## src/rtl/alu32_nibble_seq_pkg.sv

```systemverilog
// Shared constants and encodings for the nibble-serial 32-bit ALU.
package alu32_nibble_seq_pkg;

    localparam int unsigned Width = 32;
    localparam int unsigned Slice = 4;
    localparam int unsigned NPass = Width / Slice;
    localparam int unsigned CntW  = $clog2(NPass);

    // alu_ctrl[1:0] operation encodings
    localparam logic [1:0] OpAnd = 2'b00;
    localparam logic [1:0] OpOr  = 2'b01;
    localparam logic [1:0] OpAdd = 2'b10;
    localparam logic [1:0] OpSlt = 2'b11;

    // alu_ctrl bit positions
    localparam int unsigned CtrlAInv = 3;
    localparam int unsigned CtrlBInv = 2;

    typedef enum logic [1:0] {
        StIdle,
        StRun,
        StDone
    } state_e;

endpackage

```

## src/rtl/alu32_nibble_seq_if.sv

```systemverilog
// Start/done handshake plus operand and result bus of the nibble-serial ALU.
interface alu32_nibble_seq_if;
    import alu32_nibble_seq_pkg::*;

    logic             start;
    logic [Width-1:0] src1;
    logic [Width-1:0] src2;
    logic [3:0]       alu_ctrl;
    logic             ready;
    logic             done;
    logic [Width-1:0] result;
    logic             zero;
    logic             cout;
    logic             overflow;

    modport master (
        output start, src1, src2, alu_ctrl,
        input  ready, done, result, zero, cout, overflow
    );

    modport slave (
        input  start, src1, src2, alu_ctrl,
        output ready, done, result, zero, cout, overflow
    );

endinterface

```

## src/rtl/alu32_nibble_seq_alu_4.sv

```systemverilog
// 4-bit ALU slice: AND / OR / ADD / SLT-less with optional operand inversion.
module alu_4 (
    input  logic [3:0] a,
    input  logic [3:0] b,
    input  logic       a_invert,
    input  logic       b_invert,
    input  logic       cin,
    input  logic       less,
    input  logic [1:0] op,
    output logic [3:0] result,
    output logic       cout
);
    logic [3:0] aa;
    logic [3:0] bb;
    logic [4:0] sum;

    assign aa   = a ^ {4{a_invert}};
    assign bb   = b ^ {4{b_invert}};
    assign sum  = {1'b0, aa} + {1'b0, bb} + {4'b0000, cin};
    assign cout = sum[4];

    // Select the slice output for the requested operation
    always_comb begin
        result = 4'b0000;
        case (op)
            2'b00:   result = aa & bb;
            2'b01:   result = aa | bb;
            2'b10:   result = sum[3:0];
            default: result = {3'b000, less};
        endcase
    end

endmodule

```

## src/rtl/alu32_nibble_seq.sv

```systemverilog
// Multi-cycle 32-bit ALU: one 4-bit slice reused LSB nibble first, flags at the end.
module alu32_nibble_seq
    import alu32_nibble_seq_pkg::*;
(
    input  logic              clk,
    input  logic              rst_n,
    alu32_nibble_seq_if.slave bus
);
    state_e           state_q;
    logic [CntW-1:0]  cnt_q;
    logic             carry_q;
    logic [Width-1:0] a_q;
    logic [Width-1:0] b_q;
    logic [3:0]       ctrl_q;
    logic [Width-1:0] acc_q;
    logic [Width-1:0] result_q;
    logic             zero_q;
    logic             cout_q;
    logic             ovf_q;
    logic             done_q;

    logic [1:0]       slice_op;
    logic [Slice-1:0] slice_res;
    logic             slice_cout;
    logic [Width-1:0] sum_full;
    logic [Width-1:0] res_next;
    logic             arith;
    logic             a31;
    logic             b31;
    logic             s31;
    logic             ovf_raw;
    logic             last_pass;

    // SLT runs the slice as a plain adder; the less bit is formed at the end
    assign slice_op = (ctrl_q[1:0] == OpSlt) ? OpAdd : ctrl_q[1:0];

    alu_4 u_alu_4 (
        .a        (a_q[{cnt_q, 2'b00} +: Slice]),
        .b        (b_q[{cnt_q, 2'b00} +: Slice]),
        .a_invert (ctrl_q[CtrlAInv]),
        .b_invert (ctrl_q[CtrlBInv]),
        .cin      (carry_q),
        .less     (1'b0),
        .op       (slice_op),
        .result   (slice_res),
        .cout     (slice_cout)
    );

    assign last_pass = (cnt_q == CntW'(NPass - 1));
    assign arith     = ctrl_q[1];
    assign a31       = a_q[Width-1] ^ ctrl_q[CtrlAInv];
    assign b31       = b_q[Width-1] ^ ctrl_q[CtrlBInv];
    assign s31       = slice_res[Slice-1];
    assign ovf_raw   = (a31 == b31) && (s31 != a31);

    // Final-pass result: accumulated low nibbles merged with the live top nibble
    always_comb begin
        sum_full = acc_q;
        sum_full[Width-Slice +: Slice] = slice_res;
        res_next = sum_full;
        if (ctrl_q[1:0] == OpSlt) begin
            res_next = {{(Width - 1){1'b0}}, s31 ^ ovf_raw};
        end
    end

    // Control FSM, nibble sequencing and registered result/flags
    always_ff @(posedge clk or negedge rst_n) begin
        if (!rst_n) begin
            state_q  <= StIdle;
            cnt_q    <= '0;
            carry_q  <= 1'b0;
            a_q      <= '0;
            b_q      <= '0;
            ctrl_q   <= '0;
            acc_q    <= '0;
            result_q <= '0;
            zero_q   <= 1'b0;
            cout_q   <= 1'b0;
            ovf_q    <= 1'b0;
            done_q   <= 1'b0;
        end else begin
            done_q <= 1'b0;
            case (state_q)
                StIdle, StDone: begin
                    if (bus.start) begin
                        a_q     <= bus.src1;
                        b_q     <= bus.src2;
                        ctrl_q  <= bus.alu_ctrl;
                        cnt_q   <= '0;
                        carry_q <= bus.alu_ctrl[CtrlBInv];
                        state_q <= StRun;
                    end else begin
                        state_q <= StIdle;
                    end
                end
                StRun: begin
                    acc_q[{cnt_q, 2'b00} +: Slice] <= slice_res;
                    carry_q <= slice_cout;
                    cnt_q   <= cnt_q + 1'b1;
                    if (last_pass) begin
                        state_q  <= StDone;
                        done_q   <= 1'b1;
                        result_q <= res_next;
                        zero_q   <= (res_next == '0);
                        cout_q   <= arith & slice_cout;
                        ovf_q    <= arith & ovf_raw;
                    end
                end
                default: state_q <= StIdle;
            endcase
        end
    end

    assign bus.ready    = (state_q != StRun);
    assign bus.done     = done_q;
    assign bus.result   = result_q;
    assign bus.zero     = zero_q;
    assign bus.cout     = cout_q;
    assign bus.overflow = ovf_q;

endmodule
```

## src/flat_wrapper.sv

```systemverilog
// flat-port wrapper written by rule: the top's interface ports become plain ports
module alu32_nibble_seq_flat import alu32_nibble_seq_pkg::*;
  (clk, rst_n, bus_start, bus_src1, bus_src2, bus_alu_ctrl, bus_ready, bus_done, bus_result, bus_zero, bus_cout, bus_overflow);
  alu32_nibble_seq_if bus_i ();
  input  logic clk;
  input  logic rst_n;
  input wire logic [$bits(bus_i.start)-1:0] bus_start;
  input wire logic [$bits(bus_i.src1)-1:0] bus_src1;
  input wire logic [$bits(bus_i.src2)-1:0] bus_src2;
  input wire logic [$bits(bus_i.alu_ctrl)-1:0] bus_alu_ctrl;
  output wire logic [$bits(bus_i.ready)-1:0] bus_ready;
  output wire logic [$bits(bus_i.done)-1:0] bus_done;
  output wire logic [$bits(bus_i.result)-1:0] bus_result;
  output wire logic [$bits(bus_i.zero)-1:0] bus_zero;
  output wire logic [$bits(bus_i.cout)-1:0] bus_cout;
  output wire logic [$bits(bus_i.overflow)-1:0] bus_overflow;
  assign bus_i.start = bus_start;
  assign bus_i.src1 = bus_src1;
  assign bus_i.src2 = bus_src2;
  assign bus_i.alu_ctrl = bus_alu_ctrl;
  assign bus_ready = bus_i.ready;
  assign bus_done = bus_i.done;
  assign bus_result = bus_i.result;
  assign bus_zero = bus_i.zero;
  assign bus_cout = bus_i.cout;
  assign bus_overflow = bus_i.overflow;
  alu32_nibble_seq u_core (.clk(clk), .rst_n(rst_n), .bus(bus_i));
endmodule
```

## config.mk

```make
export PLATFORM = sky130hd
export DESIGN_NAME = alu32_nibble_seq_flat
export DESIGN_NICKNAME = d
export VERILOG_FILES = /design/src/rtl/alu32_nibble_seq_pkg.sv /design/src/rtl/alu32_nibble_seq_if.sv /design/src/rtl/alu32_nibble_seq_alu_4.sv /design/src/rtl/alu32_nibble_seq.sv /design/src/flat_wrapper.sv
export SDC_FILE = /design/constraint.sdc
export NUM_CORES = 1
export LEC_CHECK = 0
export CAP_MARGIN = 20
export CORE_ASPECT_RATIO = 1.2
export CORE_MARGIN = 3
export CORE_UTILIZATION = 41
export DETAILED_ROUTE_END_ITERATION = 8
export SYNTH_ARGS = -nofsm -noshare
export SYNTH_HDL_FRONTEND = slang
export SYNTH_SLANG_ARGS = --single-unit
```

## constraint.sdc

```tcl
create_clock -name clk -period 3.8 [get_ports clk]
set_clock_uncertainty 0.05 [all_clocks]
set_input_delay 0.57 -clock clk [delete_from_list [all_inputs] [get_ports clk]]
set_output_delay 0.57 -clock clk [all_outputs]
set_load 0.03 [all_outputs]
```

==> key figures <==
Status
  – Status: completed

Logic synthesis
  – Largest area contributor in the synthesized netlist: dfrtp_1
  – Most used DFF post-synth: dfrtp_1
  – Fraction of registers with async set/reset: 100%
  – Synthesized flop and latch total: roughly 140
  – Post-synthesis sequential area ratio: approximately 54%
  – Mapped Nets: slightly below 600
  – Post-synth EDFFs: 0
  – Yosys warns: 0
  – Largest cells by area after synthesis: dfrtp_1, mux2_2, mux4_2, nand2_1, ha_1
  – Cells after Synth: between 500 and 600
  – Mapped Avg Cell Area: about 13 um^2
  – Cell area after synthesis: approximately 0.0064 mm^2
  – Synth cell types: 42
  – Synth top area share: ~54%

Drt
  – DRT antenna net count: 0
  – Routed wire per std cell: around 16 um
  – Vias post-DR: 4172
  – First-pass DRT Iterations: 4
  – Total wire length: 13600 um
  – DR vias/cell: approximately 5
  – DRC viols: 0
  – Initial drt markers: about 180

Job
  – Max-cap violations: 0

Power and ir drop
  – Power density over the cells: around 1100 mW/mm^2
  – Leak pwr: about 3.7 nW
  – Peak supply drop: 0.000501 V

Die
  – Initial core utilization: 42.2%
  – Rows: 49
  – Die footprint: ~0.017 mm^2
  – Die height: around 140 um
  – Die width: roughly 120 um
  – Ports: ~110
  – CORE AREA: between 0.015 and 0.02 mm^2

Clock tree
  – CTS tree: done
  – Hold buffer count at CTS: 0
  – Clk pin slew, worst setup/hold paths: roughly 0.060 ns
  – Worst-Skew Late Latency: ~0.42 ns
  – Clock root buffer: clkbuf_16
  – Postcts setup bufs: 0
  – H-tree levels: 4
  – Clk sinks: roughly 140
  – Cts bufs inserted: 17
  – Max Buffers Root-to-Sink: 2
  – PostCTS Resize Cnt: 0

STA
  – Worst-Margin Slew: between 0.9 and 1 ns
  – Min cycle time layout: 3.58 ns
  – Worst slew margin: ~36%
  – Period utilization: a little over nine tenths
  – Fin. max-slew vios: 0
  – Final hold viol count: 0
  – TNS Setup: 0 ns
  – RSZ-0062 raised after global routing: false
  – Setup ws final: around 0.22 ns
  – Final setup viols: 0
  – Max Freq: around 0.28 GHz

Setup path
  – Worst Reg-to-Reg Cells: 12
  – Crit path launch type: flop
  – R2r setup slk: 0.22 ns
  – Critical path class: reg -> reg
  – Critical path endpoint category: flop
  – Reg-to-reg startpoint: u_core.cnt_q[0]
  – RR Endpoint: u_core.bus.zero
  – CP arrival: between 3 and 4 ns
  – Worst-path fanout max: 8
  – Req. time, crit path: about 4.1 ns

Place
  – Port bufs: ~110
  – DP Area: between 0.007 and 0.008 mm^2
  – GPL Wtd Cong: between 0.7 and 0.8
  – Cells after DPL: about 800
  – Setup Slack @ Placement: around 0.21 ns
  – Dpl hpwl: just under 10000 um

Layout
  – Design area: between 0.008 and 0.009 mm^2
  – Layout Utilization: between 50% and 60%
  – Fillcell total: 1359
  – Fraction of layout cells with a size suffix above 1: around a quarter
  – Layout Nets: between 600 and 700
  – Inserted Diodes: 0
  – Area grow syn2layout: 29.4%
  – Layout Cells excl Fill: just over 800

GRT
  – Vias in the first global route: around 4500
  – Antenna violations before repair: 0
  – Total grt overflow: 0
  – Gr usage total: between 15 and 20%
  – First-pass GRT wire length: about 23000 um
  – Largest net degree at the start of global routing: about 120

Hold path
  – Hold WC Path Type: in -> async
## registers in the layout, summed over array words and instances (netlist names)
register	count
u_core.a_q	32
u_core.acc_q	28
u_core.b_q	32
u_core.bus.cout	1
u_core.bus.done	1
u_core.bus.overflow	1
u_core.bus.result	32
u_core.bus.zero	1
u_core.carry_q	1
u_core.cnt_q	3
u_core.ctrl_q	4
u_core.state_q	2
## worst max-delay path, stage by stage, from the launching register on
cell	delay [ns]
dfrtp_1	0.49
mux4_2	0.54
mux2i_1	0.24
xnor2_1	0.19
inv_1	0.11
fa_1	0.40
inv_1	0.09
fa_1	0.43
nand2_1	0.09
o21ai_2	0.12
or4_1	0.50
o22ai_1	0.12
a22o_1	0.16
## routing by layer
metal,track usage [%],vias up,routed length [um]
met4,5.07,0,139
li1,-,1978,-
met1,20.9,2094,5930
met3,5.03,13,609
met2,29.2,87,6880
met5,0,-,0
## kinds of logic after synthesis
| kind of cell | Yosys count | synth area share, % |
|---|---|---|
| AOI/OAI and AO/OA | 28 | 2.63 |
| xor gates and xnor gates | 12 | 1.65 |
| adders and majority gates | 15 | 3.14 |
| buffers and inverters | 49 | 3.74 |
| DFF | 138 | 54.1 |
| muxes | 124 | 24.7 |
| and+or+nand+nor | 140 | 10.1 |
## where the power goes
| group | internal, mW | leakage, nW | switching (mW) |
|---|---|---|---|
| sequential | 2.19 | 1.68 | 0.506 |
| combinational | 2.19 | 1.68 | 2.48 |
| clock | 1.01 | 0.287 | 0.639 |
| total | 5.38 | 3.65 | 3.62 |
## Yosys cell counts (3+ instances only)
master and number:
nand4_1 4, xor2_1 6, mux2_2 92, a22o_1 3, inv_1 17, nand2_1 72
nand3_1 29, nor4_1 6, xnor2_1 6, mux2i_1 12, dfrtp_1 138, nor2_1 16
buf_6 5, a21oi_1 9, mux2_4 4, mux4_2 16, buf_1 3, o21ai_0 8
buf_2 11, clkbuf_1 10, ha_1 12
## worst max-delay path by stage
| stage | startpoint | end | slack, ns | depth (start not counted) |
|---|---|---|---|---|
| 2_1_floorplan | u_core.cnt_q[0] | u_core.bus.zero | 0.51 | 13 |
| 3_3_place_gp | u_core.cnt_q[0] | u_core.bus.zero | 0.29 | 12 |
| 3_5_place_dp | u_core.cnt_q[0] | u_core.bus.zero | 0.21 | 12 |
| 4_1_cts | u_core.cnt_q[0] | u_core.bus.zero | 0.16 | 12 |
| 5_1_grt | u_core.cnt_q[0] | u_core.bus.zero | 0.04 | 12 |
| 6_report | u_core.cnt_q[0] | u_core.bus.zero | 0.22 | 12 |
## through the flow
step	hold slack (ns)	total power, mW
6_report	0.0258	9.01
5_1_grt	0.0377	9.76
4_1_cts	0.321	9.13
3_5_place_dp	0.405	7.45
3_3_place_gp	0.402	7.28
2_1_floorplan	0.224	6.04
## layout by cell type (no fill, tap or decap), drive strengths merged, types with 3 or more instances in the layout
master / Yosys / routed
o21ai: 11 / 11
mux2i: 12 / 12
a21oi: 9 / 9
a22o: 3 / 3
buf: 20 / 11
nand4: 4 / 4
clkinv: 0 / 4
clkbuf: 10 / 19
nor2: 16 / 16
nor3: 3 / 3
nor4: 6 / 6
mux4: 16 / 16
xnor2: 6 / 6
nand3: 29 / 29
nand2: 73 / 73
clkinvlp: 0 / 3
inv: 19 / 23
mux2: 96 / 96
ha: 12 / 12
xor2: 6 / 6
clkdlybuf4s50: 0 / 106
dfrtp: 138 / 138
## area by class of cell
class | count | area, um^2 | area share, %
inverter | 19 | 71.3 | 0.863
clock buffer | 19 | 453 | 5.48
timing repair buffer | 117 | 1190 | 14.4
sequential | 138 | 3450 | 41.8
clock inverter | 13 | 141 | 1.71
tap | 204 | 255 | 3.09
multi-input combinational | 319 | 2690 | 32.6
Note: power is estimated with default switching activity, not from simulation.
